[src/rtl/crypto_outgoing_reader.sv]
// Avalon-MM read master draining the crypto outgoing memory into a single Avalon-ST packet.
// Reads are issued only when the output FIFO has room reserved for the returning word.
module crypto_outgoing_reader #(
   parameter int ADDR_WIDTH = 12,
   parameter int DATA_WIDTH = 32,
   parameter int MEM_WORDS  = 4089,
   parameter int FIFO_DEPTH = 4
) (
   input  logic                  clk,
   input  logic                  reset,
   input  logic                  start,
   input  logic [ADDR_WIDTH-1:0] start_addr,
   input  logic [ADDR_WIDTH:0]   word_count,
   input  logic                  abort,
   output logic                  busy,
   output logic                  done,
   output logic                  error,
   output logic [ADDR_WIDTH-1:0] mem_address,
   output logic                  mem_chipselect,
   output logic                  mem_clken,
   output logic                  mem_write,
   output logic [3:0]            mem_byteenable,
   input  logic [DATA_WIDTH-1:0] mem_readdata,
   output logic [DATA_WIDTH-1:0] src_data,
   output logic                  src_valid,
   input  logic                  src_ready,
   output logic                  src_startofpacket,
   output logic                  src_endofpacket
);

   localparam int PW = (FIFO_DEPTH > 1) ? $clog2(FIFO_DEPTH) : 1;
   localparam int CW = PW + 1;
   localparam int NW = ADDR_WIDTH + 1;
   localparam int RW = ADDR_WIDTH + 2;

   localparam logic [1:0] S_IDLE  = 2'd0;
   localparam logic [1:0] S_READ  = 2'd1;
   localparam logic [1:0] S_DRAIN = 2'd2;

   logic [1:0]            state;
   logic [ADDR_WIDTH-1:0] addr;
   logic [NW-1:0]         count;
   logic [NW-1:0]         issued;
   logic [NW-1:0]         accepted;
   logic                  inflight;
   logic                  done_q;
   logic                  error_q;

   logic [DATA_WIDTH-1:0] fifo_mem [FIFO_DEPTH];
   logic [PW-1:0]         rd_ptr;
   logic [PW-1:0]         wr_ptr;
   logic [CW-1:0]         occ;

   logic                  active;
   logic                  kill;
   logic [RW-1:0]         range_end;
   logic                  range_bad;
   logic                  space;
   logic                  issue;
   logic                  push;
   logic                  pop;
   logic                  last_pop;

   always_comb begin
      active    = (state != S_IDLE);
      kill      = active && abort;
      range_end = {2'b00, start_addr} + {1'b0, word_count};
      range_bad = (word_count == '0) || (range_end > RW'(MEM_WORDS));
      // Occupancy plus the word still in flight must leave a free slot before issuing.
      space     = (({1'b0, occ} + {{CW{1'b0}}, inflight}) < (CW + 1)'(FIFO_DEPTH));
      issue     = (state == S_READ) && space && !abort;
      push      = inflight;
      pop       = src_valid && src_ready;
      last_pop  = pop && (accepted == (count - 1'b1));
   end

   // Control FSM and transfer counters.
   always_ff @(posedge clk or posedge reset) begin
      if (reset) begin
         state    <= S_IDLE;
         addr     <= '0;
         count    <= '0;
         issued   <= '0;
         accepted <= '0;
         done_q   <= 1'b0;
         error_q  <= 1'b0;
      end else begin
         done_q  <= 1'b0;
         error_q <= 1'b0;
         if (kill) begin
            state    <= S_IDLE;
            addr     <= '0;
            issued   <= '0;
            accepted <= '0;
         end else begin
            case (state)
               S_IDLE: begin
                  if (start) begin
                     if (range_bad) begin
                        error_q <= 1'b1;
                     end else begin
                        state    <= S_READ;
                        addr     <= start_addr;
                        count    <= word_count;
                        issued   <= '0;
                        accepted <= '0;
                     end
                  end
               end
               S_READ: begin
                  if (issue) begin
                     addr   <= addr + 1'b1;
                     issued <= issued + 1'b1;
                     if ((issued + 1'b1) == count) begin
                        state <= S_DRAIN;
                     end
                  end
               end
               S_DRAIN: begin
               end
               default: state <= S_IDLE;
            endcase

            if (pop) begin
               accepted <= accepted + 1'b1;
            end
            if (last_pop) begin
               state  <= S_IDLE;
               done_q <= 1'b1;
            end
         end
      end
   end

   // Output FIFO: a returning word is always written, its slot was reserved at issue.
   always_ff @(posedge clk or posedge reset) begin
      if (reset) begin
         rd_ptr   <= '0;
         wr_ptr   <= '0;
         occ      <= '0;
         inflight <= 1'b0;
         for (int unsigned i = 0; i < FIFO_DEPTH; i++) begin
            fifo_mem[i] <= '0;
         end
      end else if (kill) begin
         rd_ptr   <= '0;
         wr_ptr   <= '0;
         occ      <= '0;
         inflight <= 1'b0;
      end else begin
         inflight <= issue;
         if (push) begin
            fifo_mem[wr_ptr] <= mem_readdata;
            wr_ptr           <= wr_ptr + 1'b1;
         end
         if (pop) begin
            rd_ptr <= rd_ptr + 1'b1;
         end
         case ({push, pop})
            2'b10:   occ <= occ + 1'b1;
            2'b01:   occ <= occ - 1'b1;
            default: occ <= occ;
         endcase
      end
   end

   always_comb begin
      busy              = active;
      done              = done_q;
      error             = error_q;
      mem_address       = addr;
      mem_chipselect    = issue;
      mem_clken         = 1'b1;
      mem_write         = 1'b0;
      mem_byteenable    = 4'hF;
      src_valid         = (occ != '0);
      src_data          = fifo_mem[rd_ptr];
      src_startofpacket = src_valid && (accepted == '0);
      src_endofpacket   = src_valid && (accepted == (count - 1'b1));
   end

endmodule

[config.mk]
export PLATFORM = sky130hd
export DESIGN_NAME = crypto_outgoing_reader
export DESIGN_NICKNAME = d
export VERILOG_FILES = /design/src/rtl/crypto_outgoing_reader.sv
export SDC_FILE = /design/constraint.sdc
export NUM_CORES = 1
export LEC_CHECK = 0
export ABC_AREA = 0
export CAP_MARGIN = 40
export CORE_UTILIZATION = 30
export CTS_CLUSTER_SIZE = 28
export DETAILED_ROUTE_END_ITERATION = 10
export DONT_BUFFER_PORTS = 1
export GPL_TIMING_DRIVEN = 1
export HOLD_SLACK_MARGIN = 0.05
export PLACE_DENSITY = 0.41
export SETUP_SLACK_MARGIN = 0.2
export SLEW_MARGIN = 20
export SYNTH_ARGS = -nofsm -noshare
export SYNTH_HDL_FRONTEND = slang
export SYNTH_SLANG_ARGS = --single-unit
[constraint.sdc]
create_clock -name clk -period 5.39 [get_ports clk]
set_input_delay 0 -clock clk [delete_from_list [all_inputs] [get_ports clk]]
set_output_delay 0 -clock clk [all_outputs]
set_load 0.01 [all_outputs]
---- After elaboration in Yosys (flattened, before gate mapping) ----
Cells that the tools add are included.
Widths: inputs -> output; s select.
storage, ports and cells
  register bits ........................... 191
  input bits .............................. 62
  output and inout port bits .............. 57
  word-level logic and storage cells ...... 114
cells by class
  add/sub/neg operators ................... 10
  $lt $le $gt $ge ......................... 5
  equal/unequal tests ..................... 15
  mux-type cells .......................... 39
  bitwise logic cells ..................... 4
  reductions and logical operators ........ 26
operator list
  cell                   number
  $bwmux 128             1
  $mux 32                3
  $mux 13                7
  $bmux 32 s2            1
  $demux 32 s2           1
  $mux 12                4
  $add 13x1->13 const B  2
  $eq 13x13->1           2
  $logic_not 13->1       2
  $pmux 13 s2            1
  $pmux 12 s2            1
  $mux 2                 10
  $reduce_bool 3->1      5
  $add 12x13->14         1
  $gt 14x12->1 const B   1
  $sub 13x1->13 const B  1
  $add 12x1->12 const B  1
  $ne 3x3->1 const B     4
  $ne 4x4->1 const B     3
  $logic_and 1x1->1      8
  $reduce_and 4->1       2
  $mux 1                 7
  $ge 3x3->1 const B     2
  $not 2->3              2
  other kinds (21)       27

---- Longest topological paths before layout ----
  word-level depth ........................ 8
  mapped depth ............................ 12
  depth with buffers taken out ............ 10

---- Worst setup path before layout ----
No wires, ideal clock.
  kind .................................... input -> register
  start point ............................. in start_addr[0]
  end point ............................... reg count[2]
  library setup time ...................... 0.125 ns
  arrival time ............................ 2.471 ns
  required time ........................... 5.265 ns
  path slack .............................. 2.794 ns
  stages .................................. 10
  buffers on the path ..................... 1
  path through ............................ ha_1 -> fa_1 -> a21o_1 -> a221oi_2 -> o221a_2 -> nand3_1 -> o31a_1 -> nor3_4 -> buf_4 -> mux2_2
on the way
  word-level cells in the longest chain between the ends .. 5
RTL lines
  item                        RTL line  RTL
  from (decl)                 12        input logic [ADDR_WIDTH-1:0] start_addr,
  $add 12x13->14              67        range_end = {2'b00, start_addr} + {1'b0, word_count};
  $gt 14x12->1                68        range_bad = (word_count == '0) || (range_end > RW'(MEM_WORDS));
  $logic_or 1x1->1            68
  $not 1->1 (no line)         -
  $reduce_and 4->1 (no line)  -
  to (signal assigned)        104       count <= word_count;
  to (decl)                   42        logic [NW-1:0] count;
Every way passes these cells.
A chain may end at the register's enable or synchronous reset.

---- Final worst setup path ----
  start point ............................. reg state[1]
  end point ............................... reg state[1]
on the way
  word-level cells in the longest chain between the ends .. 5
  elaborated cells on any way between the ends .. 16
  classes of those cells .................. 7 x eq/ne; 3 x mux; 6 x reduce/logical
RTL lines
  item                             RTL line  RTL
  from (decl)                      40        logic [1:0] state;
  from (signal assigned)           80        state <= S_IDLE;
  from (signal assigned)           91        state <= S_IDLE;
  from (signal assigned)           102       state <= S_READ;
  $eq 2x1->1                       71        issue = (state == S_READ) && space && !abort;
  $logic_and 1x1->1 (2 in series)  71
  net mem_chipselect               19        output logic mem_chipselect,
  $ne 4x4->1 (no line)             -
  $reduce_and 5->1 (no line)       -
The timed path passes the listed nets, and every way through them passes these cells.

==> impl_metrics.json <==
{
  "placed_cells_incl_taps": 1287,
  "hold_violations": 0,
  "cp-start-kind": "flop",
  "cts.clk_slew.worst_paths_ps": 80,
  "die_w_microns": 187,
  "final.setup_skew_ps": 9.90,
  "p_leak_uw": 0.00507,
  "core_area_sq_mm": 0.0336,
  "r2r_cells": 11,
  "ir_worst_vdd_uv": 242,
  "internal_power_uw": 3830,
  "num_rows": 67,
  "fin_setup_tns_ps": 0,
  "p_comb_frac": 0.372,
  "power_frac_clock": 0.227,
  "vias_per_cell": 5.03,
  "diodes": 0,
  "start_util": 0.305,
  "nNetsFinal": 1009,
  "fmax_mhz": 241,
  "design_area_sq_mm": 0.0120,
  "area_growth_pct": 17.3,
  "ant_nets": 0,
  "dp.final_hpwl_microns": 17200,
  "grt.overflow.total": 0,
  "async_reset_ff_frac": 1.00,
  "final_cells": 1385,
  "drv_slew": 0,
  "ioPinCount": 119,
  "grt_pass1_wl_microns": 42200,
  "synth_cells": 879,
  "status": "finished clean",
  "clock_latency_ps": 440,
  "criticalPathCategory": "reg2reg",
  "drt_first_pass_iters": 5,
  "cts.sinks": 191,
  "max-clock-path-buffers": 2,
  "vias": 6969,
  "cts_tree": "done",
  "dr.first_iter.drc_count": 421,
  "layout-drive-gt1-share": 0.254,
  "cts_root_buf": "clkbuf_16",
  "min_path_type": "in2async",
  "swShare": 0.367,
  "synth-main-ff-cell": "dfrtp_1",
  "slew_headroom": 0.422,
  "cp-end-kind": "flop",
  "fin_crit_ps": 4150,
  "seq_power_share": 0.401,
  "gp_congestion": 0.783,
  "cp_max_fo": 21,
  "die_area_sq_mm": 0.0349,
  "fin_crit_sh": 0.770,
  "drc": 0,
  "maxCapViolCount": 0,
  "die_height_microns": 187,
  "wirelength_microns": 25900,
  "r2r_start": "state[1]",
  "antenna_found_initial": 0,
  "h-tree-depth": 4,
  "ys_warn_count": 0,
  "rsz0062_at_grt": "no",
  "dpl-instance-area_sq_mm": 0.0107,
  "cts-buffers-inserted": 17,
  "post_cts_resized": 0,
  "cp_data_arrival_time_ps": 4530,
  "syn-cell-area_sq_mm": 0.0103,
  "synth_cell_types": 70,
  "required_ps": 5770,
  "worstMarginPinSlew_ps": 860,
  "r2r_slack_ps": 1240,
  "seq_area_frac_synth": 0.466,
  "grt_use_total": 0.155,
  "io_buffers": 0,
  "reg2reg_to": "state[1]",
  "power.switching_uw": 2220,
  "grt_pass1_vias": 7142,
  "grt_max_degree": 150,
  "ys_ff_latch": 191,
  "synth_edf_count": 0,
  "wl_per_cell_microns": 18.7,
  "setup_viol": 0,
  "powerDensity_mw_per_mm2": 502,
  "syn-mean-instance-area_sq_um": 11.7
}
[final cells by class]
cell class	count	area (sq um)
Clock buffer	17	425
Clock inverter	15	211
Fill cell	3306	21600
Inverter	17	67.6
Multi-Input combinational cell	620	5190
Sequential cell	191	4780
Tap cell	448	561
Timing Repair Buffer	77	788
[cell usage in the layout (no fill, tap or decap), drive strengths merged, types with 14 or more instances in the layout]
cell type    count
dfrtp          191
mux2           140
dlygate4sd3     66
nand2           58
nor2            50
o21ai           37
xnor2           34
nand3           34
a21oi           32
mux4            32
inv             23
ha              21
xor2            20
nor4            18
clkbuf          17
nor3            15
a31oi           14
[metrics by stage]
stage                     hold slack, ps  power [uW]  setup slack (ps)   util
after floorplan                     66.8        4130              2790      -
after global placement              70.2        4630              1920  0.317
after detailed placement           -81.5        4680              1800  0.319
after CTS                           53.6        6130              1300  0.358
after global routing                62.9        6460               918  0.358
final                               57.2        6040              1240  0.358
[layer usage]
metal / vias up / wire length (microns) / GRT usage
met2: 120 / 12100 / 0.240
met1: 3516 / 12700 / 0.218
met5: - / 0 / 0
met3: 16 / 884 / 0.0336
li1: 3317 / - / -
met4: 0 / 250 / 0.0407
[flip-flops by register name, summed over array words and instances (netlist names)]
| register | cells |
|---|---|
| mem_address | 12 |
| occ | 3 |
| count | 13 |
| inflight | 1 |
| rd_ptr | 2 |
| error | 1 |
| accepted | 13 |
| done | 1 |
| fifo_mem | 128 |
| wr_ptr | 2 |
| issued | 13 |
| state | 2 |
[Yosys cell counts (all sizes together) (10+ instances only)]
cell type  count  area [sq um]
o21ai         37           185
nand3         34           170
a21oi         32           160
clkbuf        36           136
mux2         140          1580
o31ai         10          75.1
nor4          18           119
xor2          20           175
nor2          50           198
buf           19           116
a31oi         14          87.6
ha            21           263
mux4          32           721
nor3          15          91.3
xnor2         34           298
dfrtp        191          4780
inv           16          60.1
nand2         58           218
and3          10          62.6
[kinds of logic (layout without fill, tap and decap cells)]
group,after synthesis,in the layout,share of synthesized area
compound gates,137,137,0.0870
flops,191,191,0.466
other cells,2,6,0.000733
mux,176,176,0.228
buf+inv,72,126,0.0309
simple gates,224,224,0.111
fa+ha+maj,23,23,0.0295
xor+xnor,54,54,0.0461
[critical path: stages, from the launching register on]
cell and delay [ps]:
dfrtp_1 450, nand2b_1 420, nor2_1 190, buf_4 260, nand2_1 360, inv_1 610, nand4_1 130, or4_1 410
nor4_1 340, a21oi_1 90, a211oi_1 230, dlygate4sd3_1 580
[power groups by stage]
stage                     logic [uW]  registers [uW]  clock network (uW)
after CTS                       2290            2430                1420
after detailed placement        2220            2460                   0
after floorplan                 1880            2260                   0
after global placement          2150            2480                   0
after global routing            2480            2510                1470
final                           2250            2420                1370
[worst max-delay path by stage]
stage | start | endpoint
after floorplan | start_addr[0] | count[2]
after global placement | state[1] | state[0]
after detailed placement | state[1] | state[0]
after CTS | state[1] | state[1]
after global routing | state[1] | state[1]
final | state[1] | state[1]
[what timing repair did]
item                                   in CTS  in global routing
hold buffers                               66                  0
endpoints found under the hold margin     226                  0
setup buffers                               0                  0
No activity file was read; power rests on OpenSTA's default activity.
